<file path="src/rtl/uart_tx_arbiter.sv">
// Round-robin, packet-granular arbiter sharing one UART TX FIFO write port among NREQ byte streams.
// A stall watchdog drops the grant from a requester that goes quiet in the middle of a packet.
module uart_tx_arbiter #(
  parameter int unsigned DBIT    = 8,
  parameter int unsigned NREQ    = 4,
  parameter int unsigned TO_W    = 10,
  parameter int unsigned TIMEOUT = 1023
) (
  input  logic                    clk,
  input  logic                    reset_n,
  input  logic [NREQ-1:0]         req_valid,
  input  logic [NREQ*DBIT-1:0]    req_data,
  input  logic [NREQ-1:0]         req_last,
  output logic [NREQ-1:0]         req_ready,
  output logic [NREQ-1:0]         grant,
  output logic                    busy,
  output logic [DBIT-1:0]         w_data,
  output logic                    w_uart,
  input  logic                    tx_full,
  output logic                    timeout_err,
  output logic [$clog2(NREQ)-1:0] err_id
);

  localparam int unsigned IW = $clog2(NREQ);
  localparam logic [TO_W-1:0] TimeoutVal = TO_W'(TIMEOUT);

  typedef enum logic [0:0] {StIdle, StBusy} state_e;

  state_e          state_q, state_d;
  logic [NREQ-1:0] grant_q, grant_d;
  logic [IW-1:0]   owner_q, owner_d;
  logic [IW-1:0]   rr_q, rr_d;
  logic [IW-1:0]   err_id_q, err_id_d;
  logic [TO_W-1:0] cnt_q, cnt_d;

  logic [NREQ-1:0] xfer_vec;
  logic            xfer;
  logic            owner_valid;
  logic            owner_last;
  logic            wd_hit;

  // Round-robin pick: lowest valid index above rr_q wins, otherwise lowest valid index overall.
  logic            found_hi, found_lo, pick_found;
  logic [IW-1:0]   cand_hi, cand_lo, pick_idx;

  always_comb begin
    found_hi = 1'b0;
    found_lo = 1'b0;
    cand_hi  = '0;
    cand_lo  = '0;
    for (int i = int'(NREQ) - 1; i >= 0; i--) begin
      if (req_valid[i]) begin
        if (i > int'(rr_q)) begin
          found_hi = 1'b1;
          cand_hi  = IW'(i);
        end else begin
          found_lo = 1'b1;
          cand_lo  = IW'(i);
        end
      end
    end
    pick_found = found_hi | found_lo;
    pick_idx   = found_hi ? cand_hi : cand_lo;
  end

  // Datapath: zero-latency pass-through from the granted requester.
  assign req_ready   = grant_q & {NREQ{~tx_full}};
  assign xfer_vec    = req_valid & req_ready;
  assign xfer        = |xfer_vec;
  assign owner_valid = |(req_valid & grant_q);
  assign owner_last  = |(req_last & grant_q);
  assign w_uart      = xfer;

  always_comb begin
    w_data = '0;
    for (int i = 0; i < int'(NREQ); i++) begin
      if (xfer_vec[i]) begin
        w_data = req_data[i*DBIT +: DBIT];
      end
    end
  end

  // A transfer in the same cycle as the limit is reached counts as progress.
  assign wd_hit = (TIMEOUT != 0) && (cnt_q == TimeoutVal) && !xfer;

  always_comb begin
    state_d     = state_q;
    grant_d     = grant_q;
    owner_d     = owner_q;
    rr_d        = rr_q;
    err_id_d    = err_id_q;
    cnt_d       = cnt_q;
    timeout_err = 1'b0;
    unique case (state_q)
      StIdle: begin
        cnt_d = '0;
        if (pick_found) begin
          grant_d = NREQ'(1) << pick_idx;
          owner_d = pick_idx;
          state_d = StBusy;
        end
      end
      StBusy: begin
        if (xfer) begin
          cnt_d = '0;
          if (owner_last) begin
            grant_d = '0;
            rr_d    = owner_q;
            state_d = StIdle;
          end
        end else if (state_q == StBusy && wd_hit) begin
          timeout_err = 1'b1;
          err_id_d    = owner_q;
          rr_d        = owner_q;
          grant_d     = '0;
          cnt_d       = '0;
          state_d     = StIdle;
        end else if (!tx_full && !owner_valid) begin
          // Backpressure stalls are not the requester's fault and are not counted.
          cnt_d = cnt_q + 1'b1;
        end
      end
      default: begin
        grant_d = '0;
        state_d = StIdle;
      end
    endcase
  end

  always_ff @(posedge clk or negedge reset_n) begin
    if (!reset_n) begin
      state_q  <= StIdle;
      grant_q  <= '0;
      owner_q  <= '0;
      rr_q     <= IW'(NREQ - 1);
      err_id_q <= '0;
      cnt_q    <= '0;
    end else begin
      state_q  <= state_d;
      grant_q  <= grant_d;
      owner_q  <= owner_d;
      rr_q     <= rr_d;
      err_id_q <= err_id_d;
      cnt_q    <= cnt_d;
    end
  end

  assign grant  = grant_q;
  assign busy   = (state_q == StBusy);
  assign err_id = err_id_q;

endmodule

</file>
<file path="config.mk">
export PLATFORM = sky130hd
export DESIGN_NAME = uart_tx_arbiter
export DESIGN_NICKNAME = d
export VERILOG_FILES = /design/src/rtl/uart_tx_arbiter.sv
export SDC_FILE = /design/constraint.sdc
export NUM_CORES = 1
export LEC_CHECK = 0
export CELL_PAD_IN_SITES_DETAIL_PLACEMENT = 0
export CELL_PAD_IN_SITES_GLOBAL_PLACEMENT = 2
export CORE_AREA = 3 3 62 122
export CTS_CLUSTER_DIAMETER = 80
export DETAILED_ROUTE_END_ITERATION = 8
export DIE_AREA = 0 0 65 125
export MAX_ROUTING_LAYER = met4
export PLACE_DENSITY = 0.79
export SYNTH_ARGS = -nofsm -noshare
export SYNTH_HDL_FRONTEND = slang
export SYNTH_SLANG_ARGS = --single-unit
</file>
<file path="constraint.sdc">
create_clock -name clk -period 1.83 [get_ports clk]
set_clock_uncertainty 0.05 [all_clocks]
set_input_delay 0.2745 -clock clk [delete_from_list [all_inputs] [get_ports clk]]
set_output_delay 0.2745 -clock clk [all_outputs]
set_load 0.005 [all_outputs]
</file>
Yosys cells after proc, flatten, opt, wreduce, memory -nomap -nowiden
Index checks and enable logic that the tools add are counted. Widths: inputs -> output; s select.

Bitwise gates (word level): 8. Multiplexer cells: 51. Eq/ne operators: 6. Add/sub/neg operators: 1. Reductions and logical operators: 14. Divide/modulo/power cells: 0. $lt $le $gt $ge: 3. Multiply operators: 0. Shifts and indexed selects: 1.

Operators with widths (count): $mux 2 (17); $mux 8 (4); $mux 10 (3); $mux 1 (20); $pmux 10 s2 (1); $and 4x4->4 (4); $mux 4 (4); $reduce_or 4->1 (3); $add 10x1->10 const B (1); $eq 10x10->1 const B (1); $reduce_and 3->1 (3); $pmux 4 s2 (1); $gt 2x2->1 const A (2); $ne 4x1->1 const B (1); $shl 1x2->4 const A (1); $logic_and 1x1->1 (3); $logic_not 1->1 (3); $ne 3x1->1 const B (1); $ne 3x2->1 const B (1); $not 1->1 (3); $gt 1x2->1 const A (1); $ne 2x1->1 const B (1); $ne 2x2->1 const B (1); $pmux 1 s2 (1); other kinds (3) (3).

Register bits: 21. Output and inout port bits: 21. Memory bits (writable): 0. Bits in latches: 0. Logic and storage cells: 90. ROM bits: 0. Memories kept: 0.

Depth between registers and ports, before layout
Gate-level depths: netlist (run 1).

Depth after elaboration: 12. Depth in mapped cells: 6. Mapped depth without buffers: 6.

Worst setup path before layout (run 1)
No wires, ideal clock.

Kind: flip-flop to flip-flop. Start: register grant_q[2], in the netlist grant[2]. End: register cnt_q[9]. Data required time: 1.650 ns. Path buffers: 1. Arrival time: 1.680 ns. Stages on the path, launching flop included: 6. Clock period less this slack: 1.860 ns. Setup slack: -0.030 ns. Setup time: 0.130 ns. Cell sequence: dfrtp_1 > a22o_1 > or4_1 > buf_2 > a2111oi_2 > nor3_1.

Longest elaborated chain between the ends: 9. Elaborated cells between the ends (all ways): 14. Those cells by class: eq/ne: 1; mux: 3; bitwise: 3; reduce/logical: 7.

RTL lines: start, declared (RTL line 30) `logic [NREQ-1:0] grant_q, grant_d;`; start signal, assigned (RTL line 140) `grant_q <= grant_d;`; $and 4x4->4 (RTL line 67) `assign req_ready = grant_q & {NREQ{~tx_full}};`; $and 4x4->4 (RTL line 68) `assign xfer_vec = req_valid & req_ready;`; $reduce_or 4->1 (RTL line 69) `assign xfer = |xfer_vec;`; $logic_not 1->1 (RTL line 84) `assign wd_hit = (TIMEOUT != 0) && (cnt_q == TimeoutVal) && !xfer;`; $logic_and 1x1->1 (RTL line 84); $logic_and 1x1->1 (RTL line 111) `end else if (state_q == StBusy && wd_hit) begin`; $mux 10 (RTL line 111); $mux 10 (RTL line 104) `if (xfer) begin`; $pmux 10 s2 (RTL line 94) `unique case (state_q)`; end signal, assigned (RTL line 144) `cnt_q <= cnt_d;`; end, declared (RTL line 34) `logic [TO_W-1:0] cnt_q, cnt_d;`.

Several ways; a longest one is shown, not always the timed one. A chain may end at the register's enable or synchronous reset.

Worst setup path in the final report (run 1)
Start: register grant_q[1], in the netlist grant[1]. End: output port w_data[0].

Longest elaborated chain between the ends: 5.

RTL lines: $and 4x4->4 (RTL line 67); $and 4x4->4 (RTL line 68); $mux 8 (3 in a row) (RTL line 77) `if (xfer_vec[i]) begin`; end, declared (RTL line 17) `output logic [DBIT-1:0] w_data,`.

No other way between the ends.

==> results.py, run 1 <==
metrics = {
    "clock_network": {
        "htree_num_levels": 1,
        "clock_latency_ns": 0.26,
        "clockRootBuffer": "clkbuf_16",
        "tritoncts": "yes",
        "clk_pin_slew_ns": 0.06,
        "cts_buffer_depth": 2,
        "ctsHoldBuffers": 0,
        "cts_buffers": 3,
        "clock-sinks": 21,
    },
    "critical_path": {
        "path_max_fanout": 7,
        "endpoint_kind": "output port",
        "rrSetupSlack_ns": -0.15,
        "ff2ff_path_depth": 5,
        "worstPathArrival_ns": 1.66,
        "setup.worst_path.start": "grant[1]",
        "timing.rr.end": "cnt_q[9]",
        "worstSetupStartpointType": "register",
        "endpoint": "w_data[0]",
        "critPathKind": "register to output port",
        "r2r-start": "grant[1]",
        "required_ns": 1.51,
    },
    "final_layout": {
        "areaGrowthSynthToFinish_pct": 123.6,
        "antenna_cells": 0,
        "layout-drive-gt1-share_pct": 46.90,
        "finalInstanceArea_sq_um": 2999,
        "layout.nets": 335,
    },
    "synth": {
        "yosys_warnings": 0,
        "seq_area_frac_synth_pct": 39.37,
        "syn-num-nets": 194,
        "synth_simple_gate_area_share_pct": 23.23,
        "synthFlopType": "dfrtp_1",
        "yosys.area.top_type_share_pct": 35.45,
        "synth-compound-area-share_pct": 24.35,
        "synth.mux.area_fraction_pct": 6.530,
        "synth_xor_area_share_pct": 3.265,
        "synth_edf_count": 0,
        "synthTopCellsByArea": "dfrtp_1 (35%), nor2_1 (6.4%), mux2_2 (5.0%)",
        "synth_area_per_cell_sq_um": 8.942,
        "yosysUniqueCellTypes": 41,
        "synth_top_cell_by_area": "dfrtp_1",
        "async_flop_share_pct": 100.0,
        "ys_ff_latch": 21,
        "syn-cell-area_sq_um": 1341,
        "synth_top_family_by_area": "compound AO/OA/AOI/OAI gates",
        "syn_inst": 150,
        "synth_fa_ha_area_share_pct": 0.9328,
    },
    "sta": {
        "relSlewSlack_pct": 76.11,
        "finalSetupTns_ns": -1.355,
        "fin_ws_ns": -0.1518,
        "setup_viol": 17,
        "hold_ws_ns": 0.3145,
        "drv_slew": 0,
        "rsz0062_at_grt": "yes",
        "finalCriticalPeriod_ns": 1.982,
        "fin_crit_sh_pct": 108.3,
        "fmax_mhz": 504.6,
        "worst_pin_slew_ns": 0.3559,
        "hold_viol_final": 0,
    },
    "power": {
        "ir_worst_vdd_mv": 0.6506,
        "leakage_nw": 1.385,
        "p_total_mw": 2.288,
        "powerDensity_nw_per_um2": 762.7,
    },
    "routing": {
        "drt_pass1_iterations": 4,
        "ant_nets": 0,
        "num_vias": 1709,
        "wirelength_microns": 5615,
        "vias_per_cell": 4.521,
        "drc": 0,
        "drt_iter0_drc": 35,
        "wl_per_cell_microns": 14.85,
    },
    "floorplan": {
        "coreArea_sq_um": 6674,
        "die_y_microns": 125,
        "initial_utilization_pct": 20.10,
        "die_x_microns": 65,
        "num_io_pins": 64,
        "die_area_sq_um": 8125,
        "core.rowCount": 42,
    },
    "placement": {
        "dpl_worst_slack_ns": -0.6428,
        "place_congestion": 0.7839,
        "placed_area_sq_um": 2450,
        "dpl.hpwl_microns": 4106,
        "io_buffers": 63,
    },
    "global_route": {
        "grt_first_pass_wirelength_microns": 8838,
        "gr-usage-met3_pct": 3.232,
        "grt_use_met1_pct": 13.11,
        "top_usage_layer": "met2",
        "grt_overflow_total": 0,
        "antenna_found_initial": 0,
        "grt_max_degree": 22,
        "grt_pass1_vias": 1812,
        "track_usage_pct": 14.47,
        "met2_usage_pct": 27.78,
    },
    "flow_run": {
        "cap_violations": 0,
    },
    "run_status": {
        "violations": "setup timing",
        "status": "complete, but fails checks",
    },
    "worst_hold_path": {
        "min_path_type": "primary input to asynchronous set/reset pin",
    },
}
-- worst min-delay path by stage --
stage | from | end | slack [ns] | cells after the start
global placement | err_id[1] | err_id[1] | 0.44 | 1
floorplan | reset_n | busy | -0.07 | 0
finish | reset_n | err_id[0] | 0.31 | 2
global route | reset_n | err_id[0] | 0.34 | 2
CTS | reset_n | err_id[0] | 0.32 | 2
detailed placement | err_id[0] | err_id[0] | 0.45 | 1
-- timing repair --
item	CTS	global route
buffers inserted	18	9
pin swaps	21	14
setup endpoints to repair	22	25
cloned	0	0
gates resized for setup	92	30
-- kinds of logic (layout without fill, tap and decap cells) --
logic type                 count (synthesis)  count (layout)
adders and majority gates                  1               1
DFF                                       21              21
buffers and inverters                      8             148
muxes                                      8               8
xor gates and xnor gates                   5               5
and+or+nand+nor                           62              62
AOI/OAI and AO/OA                         45              45
-- per-stage QoR --
step           instances  utilization [%]
2_1_floorplan        150                -
3_3_place_gp         348            36.71
3_5_place_dp         348            36.71
4_1_cts              369            42.28
5_1_grt              378            44.94
6_report             378            44.94
-- synthesized netlist by cell type, types with 2 or more instances --
cell type / instances
o22ai_1: 6
or3_1: 2
nor2_1: 23
xor2_1: 3
xnor2_1: 2
a22oi_1: 4
a221oi_1: 7
dfstp_2: 2
clkbuf_1: 2
nand3_1: 5
nand2b_1: 3
a22o_1: 6
a21boi_0: 2
a21oi_1: 8
nand2_1: 9
nand4_1: 2
nand3b_1: 2
mux2i_1: 2
nor3_1: 3
dfrtp_1: 19
inv_1: 5
o21ai_0: 5
mux2_2: 6
nor2b_1: 5
-- state kept, by name, summed over array words and instances (netlist names) --
signal / count
cnt_q: 10
grant: 4
err_id: 2
owner_q: 2
rr_q: 2
busy: 1
-- worst max-delay path: stages, from the launching register on --
cell	delay [ns]
dfrtp_1	0.40
buf_4	0.14
a211oi_2	0.05
buf_4	0.17
a22oi_2	0.19
a21oi_2	0.07
mux2_4	0.27
buf_6	0.11
-- report_power, final --
part | leakage, nW | internal [mW] | total [mW] | switching, mW
Combinational | 1.08 | 0.679 | 1.15 | 0.473
Sequential | 0.267 | 0.589 | 0.670 | 0.0810
Clock | 0.0382 | 0.297 | 0.465 | 0.168
-- routing by layer --
layer  vias up  part of all wire, %
met5         -                    0
met4         0                  2.4
met3         7                  6.2
met2        58                   57
met1       802                   34
li1        842                    -
-- final cells by class --
| class | instances | area (sq um) |
|---|---|---|
| Timing Repair Buffer | 139 | 1216 |
| Fill cell | 656 | 3675 |
| Inverter | 5 | 21.27 |
| Clock buffer | 4 | 78.83 |
| Tap cell | 88 | 110.1 |
| Sequential cell | 21 | 529.3 |
| Multi-Input combinational cell | 121 | 1044 |
-- placed cells by master (no fill, tap or decap), types with 4 or more instances in the layout --
| cell type | count |
|---|---|
| a21oi_1 | 5 |
| a221oi_2 | 5 |
| buf_2 | 8 |
| buf_4 | 62 |
| buf_6 | 16 |
| clkdlybuf4s50_1 | 45 |
| dfrtp_1 | 18 |
| dlygate4sd2_1 | 5 |
| mux2_4 | 4 |
| nand2_1 | 7 |
| nor2_1 | 22 |
| o22ai_1 | 5 |
No activity file was read; power rests on OpenSTA's default activity.
==> run 2: changes to the inputs <==
ABC_AREA = 1   (was default)
CORE_AREA = 3 3 69 135   (was 3 3 62 122)
DIE_AREA = 0 0 72 138   (was 0 0 65 125)
TNS_END_PERCENT = 50   (was default)
==> results.py, run 2 <==
metrics = {
    "run_status": {
        "status": "complete, no violations",
    },
    "synth": {
        "synth_edf_count": 0,
        "ys_ff_latch": 21,
        "synth_top_cell_by_area": "dfrtp_1",
        "yosysUniqueCellTypes": 33,
        "async_flop_share_pct": 100.0,
        "seq_area_frac_synth_pct": 30.65,
        "synthFlopType": "dfrtp_1",
        "synth_area_per_cell_sq_um": 7.004,
        "synthTopCellsByCount": "nand2_1 (72), inv_1 (25), nand3_1 (25), nor2_1 (25), dfrtp_1 (19)",
        "synthTopCellsByArea": "dfrtp_1 (28%), nand2_1 (16%), nand3_1 (7.3%)",
        "syn_inst": 246,
        "syn-num-nets": 290,
        "yosys.area.top_type_share_pct": 27.60,
        "yosys_warnings": 0,
        "yosysMostFrequentCell": "nand2_1",
        "syn-cell-area_sq_um": 1723,
    },
    "final_layout": {
        "layout.nets": 413,
        "areaGrowthSynthToFinish_pct": 75.60,
        "top_register": "cnt_q",
        "antenna_cells": 0,
        "layout-drive-gt1-share_pct": 30.16,
        "largest_reg_flops": 10,
        "layout_common_cells": "nand2_1 (70), buf_4 (53), clkdlybuf4s50_1 (47), nand3_1 (23), nor2_1 (22)",
        "mostFrequentLayoutCell": "nand2_1",
    },
    "sta": {
        "setup_viol": 0,
        "fmax_mhz": 561.1,
        "drv_slew": 0,
        "finalSetupTns_ns": 0,
        "rsz0062_at_grt": "yes",
        "worst_pin_slew_ns": 0.2954,
        "finalCriticalPeriod_ns": 1.782,
        "hold_viol_final": 0,
        "fin_crit_sh_pct": 97.38,
        "relSlewSlack_pct": 80.31,
    },
    "routing": {
        "num_vias": 2027,
        "vias_per_cell": 4.350,
        "drt_pass1_iterations": 4,
        "wl_per_cell_microns": 13.14,
        "drt_iter0_drc": 35,
        "wirelength_microns": 6123,
        "ant_nets": 0,
        "drc": 0,
    },
    "global_route": {
        "grt_pass1_vias": 2029,
        "grt_max_degree": 22,
        "grt_overflow_total": 0,
        "grt_first_pass_wirelength_microns": 9591,
        "antenna_found_initial": 0,
        "track_usage_pct": 12.69,
    },
    "floorplan": {
        "coreArea_sq_um": 8409,
        "initial_utilization_pct": 20.49,
        "core.rowCount": 47,
        "die_x_microns": 72,
        "die_y_microns": 138,
        "die_area_sq_um": 9936,
        "num_io_pins": 64,
    },
    "critical_path": {
        "worstSetupStartpointType": "register",
        "setup.worst_path.start": "grant[1]",
        "worstPathArrival_ns": 1.46,
        "endpoint_kind": "output port",
        "path_max_fanout": 4,
        "required_ns": 1.51,
        "r2r-start": "cnt_q[0]",
        "critPathKind": "register to output port",
    },
    "worst_hold_path": {
        "min_path_type": "primary input to asynchronous set/reset pin",
    },
    "placement": {
        "place_congestion": 0.7657,
        "dpl.hpwl_microns": 5102,
        "io_buffers": 63,
    },
    "power": {
        "powerDensity_nw_per_um2": 536.6,
        "ir_worst_vdd_mv": 0.2756,
        "p_total_mw": 1.623,
        "leakage_nw": 1.494,
    },
    "clock_network": {
        "cts_buffer_depth": 2,
        "cts_buffers": 3,
        "tritoncts": "yes",
        "clockRootBuffer": "clkbuf_16",
        "clk_pin_slew_ns": 0.06,
        "htree_num_levels": 1,
        "clock_latency_ns": 0.26,
        "clock-sinks": 21,
    },
    "flow_run": {
        "cap_violations": 0,
    },
}
==> run 2: what timing repair did <==
action,4_1_cts,5_1_grt
setup buffers,8,4
endpoints found under the setup margin,23,18
hold buffers,0,0
pin swaps,15,13
cloned,2,0
resized for setup,60,14
==> run 2: area by class of cell <==
type                    instances  area (sq um)
fillers                       923          5384
multi-input cells             196          1147
repair buffers                120          1033
flip-flops and latches         21         528.0
well taps                      98         122.6
inverters                      27         113.9
clock buffers                   3         75.07
clock inverters                 1         5.005
==> run 2: metal layers <==
metal | wire (microns) | share of wire (%) | GRT usage, % | vias to the layer above
li1 | - | - | - | 1057
met1 | 2097 | 34 | 11.47 | 908
met2 | 3707 | 61 | 26.02 | 55
met3 | 228 | 3.7 | 0.9448 | 7
met4 | 89 | 1.5 | 4.163 | 0
met5 | 0 | 0 | - | -
==> run 2: worst paths after layout <==
kind / endpoint / slack, ns / cells after the start
worst min-delay path: cnt_q[0] / 0.32 / 2
worst min register to register: rr_q[1] / 0.44 / 2
max in group asynchronous: rr_q[1] / 1.13 / 2
worst max register to register: cnt_q[0] / 0.14 / 9
min in group clk: rr_q[1] / 0.44 / 2
worst max-delay path: req_ready[1] / 0.05 / 4
==> run 2: cell families after synthesis <==
logic type               count (synthesis)  synth area share [%]
flip-flops                              21                 30.65
adder cells (fa/ha/maj)                  1                0.7261
XOR/XNOR                                 1                0.5084
buffers and inverters                   31                 8.061
AND/OR/NAND/NOR                        157                 48.44
AO/OA/AOI/OAI                           35                 11.62
==> run 2: stage by stage <==
stage | worst slack (ns) | hold slack (ns) | cell area [sq um] | utilization (%) | instances
after floorplan | 0.3326 | -0.07109 | 1723 | - | 246
after global placement | -0.5674 | 0.4290 | 2801 | 33.31 | 449
after detailed placement | -0.5959 | 0.4417 | 2801 | 33.31 | 449
after CTS | -0.07177 | 0.3303 | 2945 | 35.02 | 462
after global routing | -0.04070 | 0.3460 | 3025 | 35.98 | 466
final | 0.04791 | 0.3155 | 3025 | 35.98 | 466
==> run 2: critical path, cell delays in order, from the launching register on <==
cell	delay (ns)
dfrtp_1	0.39
buf_4	0.16
inv_1	0.05
nor2_1	0.08
clkdlybuf4s50_1	0.52
==> run 2: power breakdown <==
| group | switching, mW | internal [mW] |
|---|---|---|
| registers | 0.0387 | 0.528 |
| clock network | 0.184 | 0.294 |
| logic | 0.268 | 0.311 |
| total | 0.490 | 1.13 |
